### config.mk
export PLATFORM = sky130hd
export DESIGN_NAME = bsort_stream_flat
export DESIGN_NICKNAME = d
export VERILOG_FILES = /design/src/rtl/bsort_stream_if.sv /design/src/rtl/bsort_stream.sv /design/src/flat_wrapper.sv
export SDC_FILE = /design/constraint.sdc
export NUM_CORES = 1
export LEC_CHECK = 0
export BUFFER_PORTS_ARGS = -buffer_cell sky130_fd_sc_hd__buf_2
export CAP_MARGIN = 20
export CORE_MARGIN = 10
export CORE_UTILIZATION = 35
export DETAILED_ROUTE_END_ITERATION = 12
export GPL_ROUTABILITY_DRIVEN = 0
export PLACE_DENSITY = 0.56
export SYNTH_ARGS = -nofsm -noshare
export SYNTH_HDL_FRONTEND = slang
export SYNTH_SLANG_ARGS = --single-unit
### constraint.sdc
create_clock -name clk -period 10.2 [get_ports clk]
set_input_delay 0 -clock clk [delete_from_list [all_inputs] [get_ports clk]]
set_output_delay 0 -clock clk [all_outputs]
set_load 0.02 [all_outputs]
### src/rtl/bsort_stream_if.sv
// Valid/ready stream pair for bsort_stream: load side (in_*) and drain side (out_*).
// slave is the sorter's view, master is the producer/consumer view.
interface bsort_stream_if #(
  parameter int WIDTH = 8
);
  logic             in_valid;
  logic             in_ready;
  logic [WIDTH-1:0] in_data;
  logic             descend;
  logic             out_valid;
  logic             out_ready;
  logic [WIDTH-1:0] out_data;

  modport slave (
    input  in_valid, in_data, descend, out_ready,
    output in_ready, out_valid, out_data
  );

  modport master (
    output in_valid, in_data, descend, out_ready,
    input  in_ready, out_valid, out_data
  );
endinterface

### src/rtl/bsort_stream.sv
// Streaming bubble sorter: load DEPTH words, sort in place with one compare per cycle
// and early termination on a swap-free pass, then drain the sorted array.
module bsort_stream #(
  parameter int WIDTH = 8,
  parameter int DEPTH = 15,
  parameter int IDX_W = 4
) (
  input  logic             clk,
  input  logic             rst,
  bsort_stream_if.slave    strm,
  output logic             busy,
  output logic             sorting_done,
  output logic [IDX_W-1:0] pass_count
);
  typedef enum logic [1:0] {LOAD, SORT, DRAIN} state_t;

  localparam logic [IDX_W-1:0] LAST_IDX  = IDX_W'(DEPTH - 1);
  localparam logic [IDX_W-1:0] LAST_PASS = IDX_W'(DEPTH - 2);

  state_t                    state_q, state_d;
  logic [WIDTH-1:0]          arr_q [DEPTH];
  logic [WIDTH-1:0]          arr_d [DEPTH];
  logic [IDX_W-1:0]          wr_idx_q, wr_idx_d;
  logic [IDX_W-1:0]          rd_idx_q, rd_idx_d;
  logic [IDX_W-1:0]          j_q, j_d;
  logic [IDX_W-1:0]          pass_q, pass_d;
  logic [IDX_W-1:0]          pass_count_q, pass_count_d;
  logic                      swapped_q, swapped_d;
  logic                      mode_q, mode_d;
  logic                      in_ready_q, in_ready_d;
  logic                      sorting_done_q, sorting_done_d;

  logic [IDX_W-1:0] j_nx;
  logic [IDX_W-1:0] limit_m1;
  logic [WIDTH-1:0] elem_a, elem_b;
  logic             swap;

  always_ff @(posedge clk or posedge rst) begin
    if (rst) begin
      state_q        <= LOAD;
      arr_q          <= '{default: '0};
      wr_idx_q       <= '0;
      rd_idx_q       <= '0;
      j_q            <= '0;
      pass_q         <= '0;
      pass_count_q   <= '0;
      swapped_q      <= 1'b0;
      mode_q         <= 1'b0;
      in_ready_q     <= 1'b0;
      sorting_done_q <= 1'b0;
    end else begin
      state_q        <= state_d;
      arr_q          <= arr_d;
      wr_idx_q       <= wr_idx_d;
      rd_idx_q       <= rd_idx_d;
      j_q            <= j_d;
      pass_q         <= pass_d;
      pass_count_q   <= pass_count_d;
      swapped_q      <= swapped_d;
      mode_q         <= mode_d;
      in_ready_q     <= in_ready_d;
      sorting_done_q <= sorting_done_d;
    end
  end

  always_comb begin
    j_nx     = j_q + 1'b1;
    limit_m1 = LAST_PASS - pass_q;
    elem_a   = arr_q[j_q];
    elem_b   = arr_q[j_nx];
    swap     = mode_q ? (elem_a < elem_b) : (elem_a > elem_b);
  end

  always_comb begin
    state_d        = state_q;
    arr_d          = arr_q;
    wr_idx_d       = wr_idx_q;
    rd_idx_d       = rd_idx_q;
    j_d            = j_q;
    pass_d         = pass_q;
    pass_count_d   = pass_count_q;
    swapped_d      = swapped_q;
    mode_d         = mode_q;
    in_ready_d     = in_ready_q;
    sorting_done_d = 1'b0;

    unique case (state_q)
      LOAD: begin
        // in_ready comes up on the first edge out of reset
        in_ready_d = 1'b1;
        if (strm.in_valid && in_ready_q) begin
          arr_d[wr_idx_q] = strm.in_data;
          wr_idx_d        = wr_idx_q + 1'b1;
          if (wr_idx_q == LAST_IDX) begin
            mode_d     = strm.descend;
            j_d        = '0;
            swapped_d  = 1'b0;
            pass_d     = '0;
            in_ready_d = 1'b0;
            state_d    = SORT;
          end
        end
      end
      SORT: begin
        if (swap) begin
          arr_d[j_q]  = elem_b;
          arr_d[j_nx] = elem_a;
          swapped_d   = 1'b1;
        end
        if (j_q == limit_m1) begin
          pass_d = pass_q + 1'b1;
          // current compare counts toward this pass's swap flag
          if (!(swapped_q || swap) || pass_q == LAST_PASS) begin
            pass_count_d   = pass_q + 1'b1;
            sorting_done_d = 1'b1;
            state_d        = DRAIN;
          end else begin
            j_d       = '0;
            swapped_d = 1'b0;
          end
        end else begin
          j_d = j_nx;
        end
      end
      DRAIN: begin
        if (strm.out_ready) begin
          rd_idx_d = rd_idx_q + 1'b1;
          if (rd_idx_q == LAST_IDX) begin
            rd_idx_d   = '0;
            wr_idx_d   = '0;
            in_ready_d = 1'b1;
            state_d    = LOAD;
          end
        end
      end
      default: state_d = LOAD;
    endcase
  end

  assign strm.in_ready  = in_ready_q;
  assign strm.out_valid = (state_q == DRAIN);
  assign strm.out_data  = (state_q == DRAIN) ? arr_q[rd_idx_q] : '0;
  assign busy           = (state_q == SORT);
  assign sorting_done   = sorting_done_q;
  assign pass_count     = pass_count_q;
endmodule

### src/flat_wrapper.sv
// flat-port wrapper written by rule: the top's interface ports become plain ports
module bsort_stream_flat 
#(
  parameter int WIDTH = 8,
  parameter int DEPTH = 15,
  parameter int IDX_W = 4
)
  (clk, rst, busy, sorting_done, pass_count, strm_in_valid, strm_in_data, strm_descend, strm_out_ready, strm_in_ready, strm_out_valid, strm_out_data);
  bsort_stream_if #(.WIDTH(WIDTH)) strm_i ();
  input  logic clk;
  input  logic rst;
  output logic busy;
  output logic sorting_done;
  output logic [IDX_W-1:0] pass_count;
  input wire logic [$bits(strm_i.in_valid)-1:0] strm_in_valid;
  input wire logic [$bits(strm_i.in_data)-1:0] strm_in_data;
  input wire logic [$bits(strm_i.descend)-1:0] strm_descend;
  input wire logic [$bits(strm_i.out_ready)-1:0] strm_out_ready;
  output wire logic [$bits(strm_i.in_ready)-1:0] strm_in_ready;
  output wire logic [$bits(strm_i.out_valid)-1:0] strm_out_valid;
  output wire logic [$bits(strm_i.out_data)-1:0] strm_out_data;
  assign strm_i.in_valid = strm_in_valid;
  assign strm_i.in_data = strm_in_data;
  assign strm_i.descend = strm_descend;
  assign strm_i.out_ready = strm_out_ready;
  assign strm_in_ready = strm_i.in_ready;
  assign strm_out_valid = strm_i.out_valid;
  assign strm_out_data = strm_i.out_data;
  bsort_stream #(.WIDTH(WIDTH), .DEPTH(DEPTH), .IDX_W(IDX_W)) u_core (.clk(clk), .rst(rst), .strm(strm_i), .busy(busy), .sorting_done(sorting_done), .pass_count(pass_count));
endmodule
# Word level (Yosys, flattened, before mapping)
# Index checks and enable logic that the tools add are counted.
[word_totals]
wordCells = 133
in_bits = 13
regBits = 146
output_inout_bits = 16
[op_classes]
mux = 56
n_reduce_logical = 20
order_cmp = 9
addsub = 5
n_bitwise = 4
n_eq_ne = 14
[op_table]
columns = ["cell", "n"]
rows = [
  ["$bwmux 120", 3],
  ["$mux 120", 2],
  ["$pmux 120 s2", 1],
  ["$bmux 8 s4", 3],
  ["$demux 8 s4", 3],
  ["$mux 8", 10],
  ["$mux 4", 9],
  ["$pmux 4 s2", 3],
  ["$ge 5x5->1 const B", 4],
  ["$not 4->5", 4],
  ["$add 4x1->4 const B", 4],
  ["$lt 5x1->1 const B", 3],
  ["$reduce_and 3->1", 5],
  ["$mux 1", 13],
  ["$eq 4x4->1 const B", 3],
  ["$mux 2", 6],
  ["$ne 2x1->1 const B", 6],
  ["$reduce_and 4->1", 3],
  ["$gt 8x8->1", 1],
  ["$lt 8x8->1", 1],
  ["$pmux 2 s3", 1],
  ["$reduce_and 6->1", 1],
  ["$eq 4x4->1", 1],
  ["$logic_and 1x1->1", 4],
  ["11 further kinds", 14],
]

# Longest topological paths before layout
# Gate-level depths: netlist of the first run.
[logic_depth]
word_depth = 13
ltp_mapped = 24
mapped_depth_nobuf = 14

# Least setup slack after synthesis of the first run
# OpenSTA, ideal clock, no wires.
[synth_timing]
path_kind = "reg-to-reg"
start = "register u_core.j_q[0]"
end = "register u_core.arr_q[0] in the netlist's numbering"
stages_incl_launch_ff = 23
setup_slack_ps = 5335
n_path_buf = 10
setup_ps = 130
arrival_ps = 4735
synth_period_minus_slack_ps = 4865
path_cell_list = "dfrtp_1 > buf_6 > buf_6 > clkinv_1 > buf_4 > ha_1 > buf_4 > buf_4 > buf_6 > mux4_2 > a22o_2 > buf_2 > or2_1 > ha_1 > nor2b_1 > o211ai_1 > a21o_1 > buf_4 > buf_6 > a311oi_2 > or3_1 > buf_2 > a31oi_1"
[synth_between]
elab_chain_len = 9
[synth_lines]
columns = ["element", "line", "rtl"]
rows = [
  ["start, declared", "bsort_stream.sv:25", "logic [IDX_W-1:0] j_q, j_d;"],
  ["start signal, assigned", "bsort_stream.sv:56", "j_q <= j_d;"],
  ["$add 4x1->4 or $not 4->5 (tied branches)", "bsort_stream.sv:67, bsort_stream.sv:69, bsort_stream.sv:106", ""],
  ["$not 4->5 (implied by the code) (tied with other cells)", "bsort_stream.sv:70, bsort_stream.sv:107", ""],
  ["$bmux 8 s4 (tied with other cells)", "bsort_stream.sv:70", "elem_b = arr_q[j_nx];"],
  ["$mux 8 (implied by the code) (tied with other cells) (2 in series)", "bsort_stream.sv:70", ""],
  ["$gt 8x8->1 (tied with other cells)", "bsort_stream.sv:71", "swap = mode_q ? (elem_a < elem_b) : (elem_a > elem_b);"],
  ["$mux 1 or $bwmux 120 (tied branches)", "bsort_stream.sv:71, bsort_stream.sv:107", ""],
  ["$ne 2x1->1 (no line) or $mux 120 (tied branches)", "-", ""],
  ["$reduce_and 3->1 (no line) or $pmux 120 s2 (tied branches)", "-", ""],
  ["end signal, assigned", "bsort_stream.sv:53", "arr_q <= arr_d;"],
  ["end, declared", "bsort_stream.sv:21", "logic [WIDTH-1:0] arr_q [DEPTH];"],
]
# Parallel ways exist; a longest one is shown, timed or not. The select of a mux whose other input is x is not followed.
# A chain may end at the register's enable or synchronous reset.

# Worst setup path after layout of the first run
[layout_timing]
start = "register u_core.j_q[0]"
end = "register u_core.arr_q[12] in the netlist's numbering"
# Same word-level chain as after synthesis.

==> metrics.txt, run 1 <==
# TYPE chip_impl_metric gauge
chip_impl_metric{name="port_buffers",unit=""} 28
chip_impl_metric{name="num-nets-final",unit=""} 1424
chip_impl_metric{name="detailroute.via_count",unit=""} 13400
chip_impl_metric{name="timing.final.crit_share",unit="%"} 62.4
chip_impl_metric{name="synth.cell_area",unit="µm²"} 13100
chip_impl_info{name="timing.hold.worst.start",value="strm_in_data[4]"} 1
chip_impl_metric{name="share_comb_of_total_power",unit="%"} 52.8
chip_impl_metric{name="worst_hold_path.num_cells",unit=""} 4
chip_impl_info{name="regToRegEndpoint",value="u_core.arr_q[12]"} 1
chip_impl_metric{name="chipWidth",unit="µm"} 214
chip_impl_metric{name="final_worst_path_period_need",unit="ns"} 6.36
chip_impl_metric{name="synth.avg_cell_area",unit="µm²"} 9.06
chip_impl_info{name="synth_top_cell_by_area",value="sky130_fd_sc_hd__dfrtp_1"} 1
chip_impl_metric{name="drv_slew",unit=""} 0
chip_impl_metric{name="routed_wirelength",unit="mm"} 57.9
chip_impl_info{name="setup.worst_path.end_class",value="flop"} 1
chip_impl_metric{name="rrSetupSlack",unit="ns"} 3.84
chip_impl_metric{name="via_per_inst",unit=""} 7.14
chip_impl_metric{name="post_cts_buffers",unit=""} 0
chip_impl_metric{name="power-per-cell-area",unit="nW/µm²"} 281
chip_impl_metric{name="max_freq",unit="MHz"} 157
chip_impl_metric{name="globalRouteTotalUtil",unit="%"} 25.5
chip_impl_metric{name="place.detailed.hpwl",unit="mm"} 37.9
chip_impl_metric{name="clk-insertion-delay-late",unit="ns"} 0.47
chip_impl_metric{name="number_of_setup_violations_in_the_final_report",unit=""} 0
chip_impl_metric{name="remaining_drc_errors",unit=""} 0
chip_impl_metric{name="routedWlPerCell",unit="µm"} 31.0
chip_impl_metric{name="initialDrtViolationCount",unit=""} 1885
chip_impl_metric{name="clock_skew",unit="ns"} 0.0136
chip_impl_metric{name="worst-path-max-fanout",unit=""} 50
chip_impl_info{name="mostFrequentLayoutCells",value="sky130_fd_sc_hd__nor2_1, sky130_fd_sc_hd__dfrtp_1, sky130_fd_sc_hd__o21ai_0"} 1
chip_impl_metric{name="drive_above_1_share",unit="%"} 18.3
chip_impl_metric{name="dieArea",unit="µm²"} 45700
chip_impl_metric{name="crit_required",unit="ns"} 10.57
chip_impl_metric{name="sw_frac_of_total",unit="%"} 49.3
chip_impl_metric{name="timing.reg2reg.worst_path_depth",unit=""} 14
chip_impl_metric{name="synth_edf_count",unit=""} 0
chip_impl_metric{name="grt_antenna_before_repair",unit=""} 2
chip_impl_info{name="final_common_cell",value="sky130_fd_sc_hd__nor2_1"} 1
chip_impl_metric{name="cts_htree_levels",unit=""} 4
chip_impl_metric{name="hold_violations",unit=""} 0
chip_impl_metric{name="power_switching",unit="W"} 0.00193
chip_impl_metric{name="placedInstanceArea",unit="µm²"} 13200
chip_impl_metric{name="finalCoreUtilization",unit="%"} 37.9
chip_impl_info{name="ys_top_cells_by_area",value="sky130_fd_sc_hd__dfrtp_1, sky130_fd_sc_hd__mux4_2, sky130_fd_sc_hd__nor2_1"} 1
chip_impl_metric{name="cts_sinks",unit=""} 146
chip_impl_metric{name="pwr-share-clk",unit="%"} 17.3
chip_impl_metric{name="timing.max_cap.violations",unit=""} 0
chip_impl_info{name="yosys_most_used_dff",value="sky130_fd_sc_hd__dfrtp_1"} 1
chip_impl_metric{name="vias_in_the_first_global_route",unit=""} 12600
chip_impl_info{name="crit_path_start_kind",value="flop"} 1
chip_impl_metric{name="drtAntennaViolNets",unit=""} 0
chip_impl_metric{name="leak_pwr",unit="nW"} 5.10
chip_impl_metric{name="syn-num-nets",unit=""} 1486
chip_impl_metric{name="cts_bufs_inserted",unit=""} 17
chip_impl_metric{name="internal_power",unit="W"} 0.00199
chip_impl_metric{name="design.core.area",unit="µm²"} 36800
chip_impl_metric{name="height_of_the_die",unit="µm"} 214
chip_impl_metric{name="yosys.cell_types.count",unit=""} 92
chip_impl_metric{name="clk_transition_reported_paths",unit="ns"} 0.06
chip_impl_metric{name="fin_area",unit="µm²"} 13900
chip_impl_metric{name="initial_core_util",unit="%"} 35.7
chip_impl_metric{name="fillerInstances",unit=""} 3716
chip_impl_metric{name="asr_flop_ratio_synth",unit="%"} 100
chip_impl_metric{name="cts_max_path_buffers",unit=""} 2
chip_impl_info{name="cpMostUsedCell",value="sky130_fd_sc_hd__ha_1"} 1
chip_impl_info{name="type_of_the_tightest_min_delay_check",value="input pin to flop"} 1
chip_impl_info{name="crit_path_top_delay_cell",value="sky130_fd_sc_hd__a21o_1"} 1
chip_impl_metric{name="register_bit_count_reported_by_yosys",unit=""} 146
chip_impl_metric{name="pin_count_of_the_biggest_net_entering_global_routing",unit=""} 80
chip_impl_info{name="reg2reg_from",value="u_core.j_q[0]"} 1
chip_impl_metric{name="synth-seq-area-share",unit="%"} 27.8
chip_impl_metric{name="ios",unit=""} 29
chip_impl_metric{name="grt_pass1_wl",unit="mm"} 85.6
chip_impl_metric{name="area_growth",unit="%"} 6.06
chip_impl_info{name="path_class",value="flop to flop"} 1
chip_impl_metric{name="final.setup.tns",unit="ns"} 0
chip_impl_info{name="status",value="finished clean"} 1
chip_impl_metric{name="fp-row-count",unit=""} 70
chip_impl_metric{name="seq_power_share",unit="%"} 29.9
chip_impl_info{name="rsz0062_at_grt",value="no"} 1
chip_impl_metric{name="yosysWarningCount",unit=""} 0
chip_impl_metric{name="synth.top_cell.area_share",unit="%"} 27.8
chip_impl_metric{name="tightest_slew",unit="ns"} 1.19
chip_impl_info{name="worstHoldEndpoint",value="u_core.arr_q[108]"} 1
chip_impl_metric{name="globalRouteOverflowTotal",unit=""} 0
chip_impl_metric{name="critical_path_arrival",unit="ns"} 6.73
chip_impl_info{name="crit_path_cell_trace",value="buf_4, ha_1, nand2_1, a21oi_2, or2_1, a22o_2, nor2_1, ha_1, nor2b_1, o211ai_1, a21o_1, a311oi_2, or3_1, a31oi_1"} 1
chip_impl_metric{name="worst_slew_margin_rel",unit="%"} 20.2
chip_impl_metric{name="post-layout-total-power",unit="W"} 0.00392
chip_impl_metric{name="postSynthCellCount",unit=""} 1450
chip_impl_metric{name="cpPeakStageDelay",unit="ns"} 0.80
chip_impl_metric{name="irDropWorstVdd",unit="µV"} 155
chip_impl_info{name="cts_tree",value="built"} 1
chip_impl_metric{name="detail_route.first_pass.iterations",unit=""} 7
chip_impl_info{name="clockRootBuffer",value="sky130_fd_sc_hd__clkbuf_16"} 1
[per-layer routing]
metal | up-vias | global-route usage, % | wire [µm]
met2 | 1025 | 36.3 | 24200
met4 | 4 | 14.4 | 3540
met3 | 216 | 8.50 | 7860
li1 | 5529 | - | -
met1 | 6579 | 33.2 | 22300
met5 | - | 0 | 39
[Yosys cell counts, types with 10 or more instances]
master	count
sky130_fd_sc_hd__o21ai_0	134
sky130_fd_sc_hd__nor2_1	229
sky130_fd_sc_hd__a21oi_1	37
sky130_fd_sc_hd__nand2_1	45
sky130_fd_sc_hd__o21ai_1	16
sky130_fd_sc_hd__buf_4	21
sky130_fd_sc_hd__nor4_1	56
sky130_fd_sc_hd__inv_1	16
sky130_fd_sc_hd__a311oi_2	13
sky130_fd_sc_hd__buf_2	49
sky130_fd_sc_hd__a31oi_1	132
sky130_fd_sc_hd__nand3_1	10
sky130_fd_sc_hd__buf_6	16
sky130_fd_sc_hd__mux4_2	68
sky130_fd_sc_hd__mux2i_1	28
sky130_fd_sc_hd__a2111oi_0	64
sky130_fd_sc_hd__dfrtp_1	146
sky130_fd_sc_hd__clkbuf_1	41
sky130_fd_sc_hd__nor3_1	62
sky130_fd_sc_hd__ha_1	23
sky130_fd_sc_hd__and2_1	32
[sequential cells by signal (all words and copies together), names as in the netlist]
signal,cells
u_core.sorting_done,1
u_core.rd_idx_q,4
u_core.swapped_q,1
u_core.j_q,4
u_core.state_q,2
u_core.mode_q,1
u_core.strm.in_ready,1
u_core.arr_q,120
u_core.pass_q,4
u_core.wr_idx_q,4
u_core.pass_count,4
[through the flow]
step           instances  setup WS, ns  hold slack [ns]
2_1_floorplan       1450          5.34            0.105
3_5_place_dp        1828          4.00            0.200
3_3_place_gp        1828          4.12            0.202
6_report            1869          3.84            0.116
4_1_cts             1863          4.03            0.267
5_1_grt             1869          3.56            0.105
[cell type report]
type	count	area, µm²	area share [%]
multi-input combinational	1142	8570	61.5
sequential	146	3660	26.3
tap	468	586	4.20
clock buffer	22	474	3.40
timing repair buffer	61	433	3.11
clock inverter	9	131	0.943
inverter	20	80.1	0.575
antenna	1	2.50	0.0180
[kinds of logic (layout without fill, tap and decap cells)]
| group | Yosys count | in the layout | share of synthesized area, % |
|---|---|---|---|
| compound gates | 490 | 490 | 26.7 |
| xor+xnor | 10 | 10 | 0.772 |
| fa+ha+maj | 23 | 23 | 2.19 |
| buf+inv | 162 | 112 | 7.13 |
| flops | 146 | 146 | 27.8 |
| mux | 114 | 114 | 16.2 |
| other cells | 0 | 1 | 0 |
| simple gates | 505 | 505 | 19.2 |
[how the worst max path moves through the flow]
| stage | start | end | slack, ns | cells past startpoint |
|---|---|---|---|---|
| after detailed placement | u_core.j_q[0] | u_core.arr_q[71] | 4.00 | 13 |
| after CTS | u_core.j_q[0] | u_core.arr_q[71] | 4.03 | 13 |
| final | u_core.j_q[0] | u_core.arr_q[12] | 3.84 | 14 |
| after global routing | u_core.j_q[0] | u_core.arr_q[64] | 3.56 | 14 |
| after global placement | u_core.j_q[0] | u_core.arr_q[71] | 4.12 | 14 |
| after floorplan | u_core.j_q[0] | u_core.arr_q[0] | 5.34 | 22 |
[power by group through the flow]
| stage | clock network (W) | logic, W | registers (W) |
|---|---|---|---|
| detailed placement | 0 | 0.00198 | 0.00114 |
| CTS | 0.000676 | 0.00198 | 0.00114 |
| floorplan | 0 | 0.00145 | 0.000967 |
| finish | 0.000678 | 0.00207 | 0.00117 |
| global route | 0.000704 | 0.00216 | 0.00118 |
| global placement | 0 | 0.00196 | 0.00114 |
[worst max-delay path, delay by kind of cell (launching register included)]
kind | cells | cell delay [ns]
fa+ha+maj | 2 | 1.04
flops | 1 | 0.34
buf+inv | 1 | 0.60
compound gates | 6 | 2.62
simple gates | 5 | 1.62
[timing repair]
| item | 4_1_cts | 5_1_grt |
|---|---|---|
| resized for setup | 0 | 0 |
| endpoints found under the setup margin | 0 | 0 |
| hold buffers | 4 | 0 |
| hold endpoints to repair | 85 | 0 |
No activity file was read; power rests on OpenSTA's default activity.
==> inputs of run 2 (changes only) <==
Clock period 10.2 ns to 6.4 ns, I/O delays scaled along.
==> run 2 against run 1 <==
- die area unchanged
- final area increased by 1.1%
- first-iteration DRC count rose by 16%
- count of clock-buffer cells in the layout stayed put
- clock power up 50%
- critical endpoint is now u_core.arr_q[115]
==> metrics.txt, run 2 (synthesis results as in run 1) <==
# TYPE chip_impl_metric gauge
chip_impl_info{name="registers.top_by_ff_count",value="u_core.arr_q"} 1
chip_impl_metric{name="design.core.area",unit="µm²"} 36800
chip_impl_metric{name="clk_transition_reported_paths",unit="ns"} 0.06
chip_impl_info{name="type_of_the_tightest_min_delay_check",value="input pin to async pin"} 1
chip_impl_metric{name="final_worst_path_period_need",unit="ns"} 5.54
chip_impl_info{name="timing.critical_path.max_delay_family",value="compound AO/OA/AOI/OAI gates"} 1
chip_impl_metric{name="crit_required",unit="ns"} 6.72
chip_impl_metric{name="height_of_the_die",unit="µm"} 214
chip_impl_metric{name="power-per-cell-area",unit="nW/µm²"} 444
chip_impl_metric{name="cts_bufs_inserted",unit=""} 17
chip_impl_info{name="final_common_cell",value="sky130_fd_sc_hd__nor2_1"} 1
chip_impl_info{name="status",value="finished clean"} 1
chip_impl_info{name="crit_path_cell_trace",value="ha_1, nand2_1, a21oi_2, or2_1, a22o_2, nor2_1, ha_1, nor2b_1, o211ai_1, a21o_1, buf_4, a311oi_2, a211o_4, a31oi_1"} 1
chip_impl_info{name="cpMostUsedCell",value="sky130_fd_sc_hd__ha_1"} 1
chip_impl_metric{name="via_per_inst",unit=""} 7.10
chip_impl_metric{name="chipWidth",unit="µm"} 214
chip_impl_info{name="setup.worst_path.end_class",value="flop"} 1
chip_impl_metric{name="regArea",unit="µm²"} 3660
chip_impl_info{name="mostFrequentLayoutCells",value="sky130_fd_sc_hd__nor2_1, sky130_fd_sc_hd__dfrtp_1, sky130_fd_sc_hd__o21ai_0"} 1
chip_impl_metric{name="cts_htree_levels",unit=""} 4
chip_impl_metric{name="routed_wirelength",unit="mm"} 58.7
chip_impl_metric{name="detailroute.via_count",unit=""} 13500
chip_impl_metric{name="timing.final.crit_share",unit="%"} 86.6
chip_impl_metric{name="globalRouteOverflowTotal",unit=""} 0
chip_impl_metric{name="number_of_setup_violations_in_the_final_report",unit=""} 0
chip_impl_metric{name="fin_area",unit="µm²"} 14100
chip_impl_metric{name="ios",unit=""} 29
chip_impl_metric{name="area_growth",unit="%"} 7.18
chip_impl_metric{name="post_cts.resized_instances",unit=""} 0
chip_impl_metric{name="met1_usage",unit="%"} 33.2
chip_impl_metric{name="finalCoreUtilization",unit="%"} 38.3
chip_impl_metric{name="port_buffers",unit=""} 28
chip_impl_metric{name="worst-path-max-fanout",unit=""} 22
chip_impl_info{name="path_class",value="flop to flop"} 1
chip_impl_metric{name="largest_register_ff_count",unit=""} 120
chip_impl_info{name="cts_tree",value="built"} 1
chip_impl_metric{name="placedInstanceArea",unit="µm²"} 13400
chip_impl_metric{name="critical_path_arrival",unit="ns"} 5.86
chip_impl_metric{name="fillerInstances",unit=""} 3740
chip_impl_metric{name="leak_pwr",unit="nW"} 5.20
chip_impl_metric{name="grt_util_met2",unit="%"} 36.1
chip_impl_metric{name="num-nets-final",unit=""} 1450
chip_impl_metric{name="hold_violations",unit=""} 0
chip_impl_info{name="crit_path_top_delay_cell",value="sky130_fd_sc_hd__a311oi_2"} 1
chip_impl_metric{name="grt_use_met3",unit="%"} 9.80
chip_impl_metric{name="drv_slew",unit=""} 0
chip_impl_metric{name="detail_route.first_pass.iterations",unit=""} 6
chip_impl_metric{name="initial_core_util",unit="%"} 35.7
chip_impl_metric{name="max_freq",unit="MHz"} 180
chip_impl_metric{name="grt_antenna_before_repair",unit=""} 4
chip_impl_metric{name="dieArea",unit="µm²"} 45700
chip_impl_metric{name="remaining_drc_errors",unit=""} 0
chip_impl_metric{name="tightest_slew",unit="ns"} 1.22
chip_impl_metric{name="post-layout-total-power",unit="W"} 0.00626
chip_impl_metric{name="post_cts_buffers",unit=""} 0
chip_impl_metric{name="timing.max_cap.violations",unit=""} 0
chip_impl_metric{name="worstPathBufferInverterCount",unit=""} 1
chip_impl_info{name="grt-busiest-layer",value="met2"} 1
chip_impl_metric{name="multiInputGateArea",unit="µm²"} 8570
chip_impl_metric{name="grt_pass1_wl",unit="mm"} 85.5
chip_impl_metric{name="pin_count_of_the_biggest_net_entering_global_routing",unit=""} 79
chip_impl_metric{name="initialDrtViolationCount",unit=""} 2182
chip_impl_metric{name="cts_sinks",unit=""} 146
chip_impl_metric{name="irDropWorstVdd",unit="µV"} 260
chip_impl_metric{name="routedWlPerCell",unit="µm"} 30.9
chip_impl_metric{name="drive_above_1_share",unit="%"} 19.7
chip_impl_metric{name="worst_slew_margin_rel",unit="%"} 18.9
chip_impl_metric{name="cpPeakStageDelay",unit="ns"} 0.78
chip_impl_metric{name="globalRouteTotalUtil",unit="%"} 25.6
chip_impl_metric{name="vias_in_the_first_global_route",unit=""} 12600
chip_impl_info{name="rsz0062_at_grt",value="no"} 1
chip_impl_metric{name="drtAntennaViolNets",unit=""} 0
chip_impl_info{name="clockRootBuffer",value="sky130_fd_sc_hd__clkbuf_16"} 1
chip_impl_metric{name="fp-row-count",unit=""} 70
chip_impl_metric{name="clock_skew",unit="ns"} 0.0137
chip_impl_metric{name="clk-insertion-delay-late",unit="ns"} 0.47
chip_impl_metric{name="holdBufCountCts",unit=""} 4
chip_impl_info{name="crit_path_start_kind",value="flop"} 1
chip_impl_metric{name="cts_max_path_buffers",unit=""} 2
chip_impl_metric{name="place.detailed.hpwl",unit="mm"} 39.4
chip_impl_metric{name="final.setup.tns",unit="ns"} 0
-- run 2: cell types whose count changed in the layout (fill, tap and decap cells not counted), sizes merged --
cell | previous run | this run
buf | 54 | 80
bufinv | 3 | 2
clkinvlp | 3 | 4
diode | 1 | 6
-- run 2: per-layer routing --
metal | vias up | part of all wire [%]
met5 | - | 0.18
met4 | 4 | 5.6
met3 | 207 | 14
met2 | 1069 | 42
met1 | 6606 | 38
li1 | 5602 | -
-- run 2: final cells by class --
cell class                 count  share of cell area, %
clock inverter                 9                  0.773
multi-input combinational   1142                   60.8
timing repair buffer          87                   4.27
sequential                   146                   26.0
antenna                        6                  0.107
clock buffer                  22                   3.30
inverter                      20                  0.569
tap                          468                   4.16
-- run 2: stage by stage --
stage                     cells  hold slack (ns)  setup slack [ns]
final                      1900            0.200             0.860
after global routing       1897            0.283             0.590
after CTS                  1890            0.257              1.14
after detailed placement   1855            0.196              1.16
after global placement     1855            0.190              1.23
after floorplan            1450            0.105              1.54
-- run 2: power by group --
part | leakage, nW | internal (W) | total [W] | switching, W
logic | 3.08 | 0.00126 | 0.00333 | 0.00207
registers | 1.84 | 0.00129 | 0.00190 | 0.000609
clock network | 0.268 | 0.000590 | 0.00102 | 0.000435
total | 5.20 | 0.00314 | 0.00626 | 0.00312
-- run 2: final timing paths --
path / from / to / slack [ns] / cells past startpoint
max: u_core.j_q[1] / u_core.arr_q[115] / 0.86 / 14
max reg2reg: u_core.j_q[1] / u_core.arr_q[115] / 0.86 / 14
max in group asynchronous: rst / u_core.rd_idx_q[0] / 4.70 / 4
min: rst / u_core.arr_q[69] / 0.20 / 3
min reg2reg: u_core.pass_count[1] / u_core.pass_count[1] / 0.52 / 1
min in group clk: strm_descend / u_core.mode_q / 0.27 / 4
-- run 2: worst min-delay path: cells and delay by family --
family	cells	cell delay [ns]
buf+inv	3	1.17
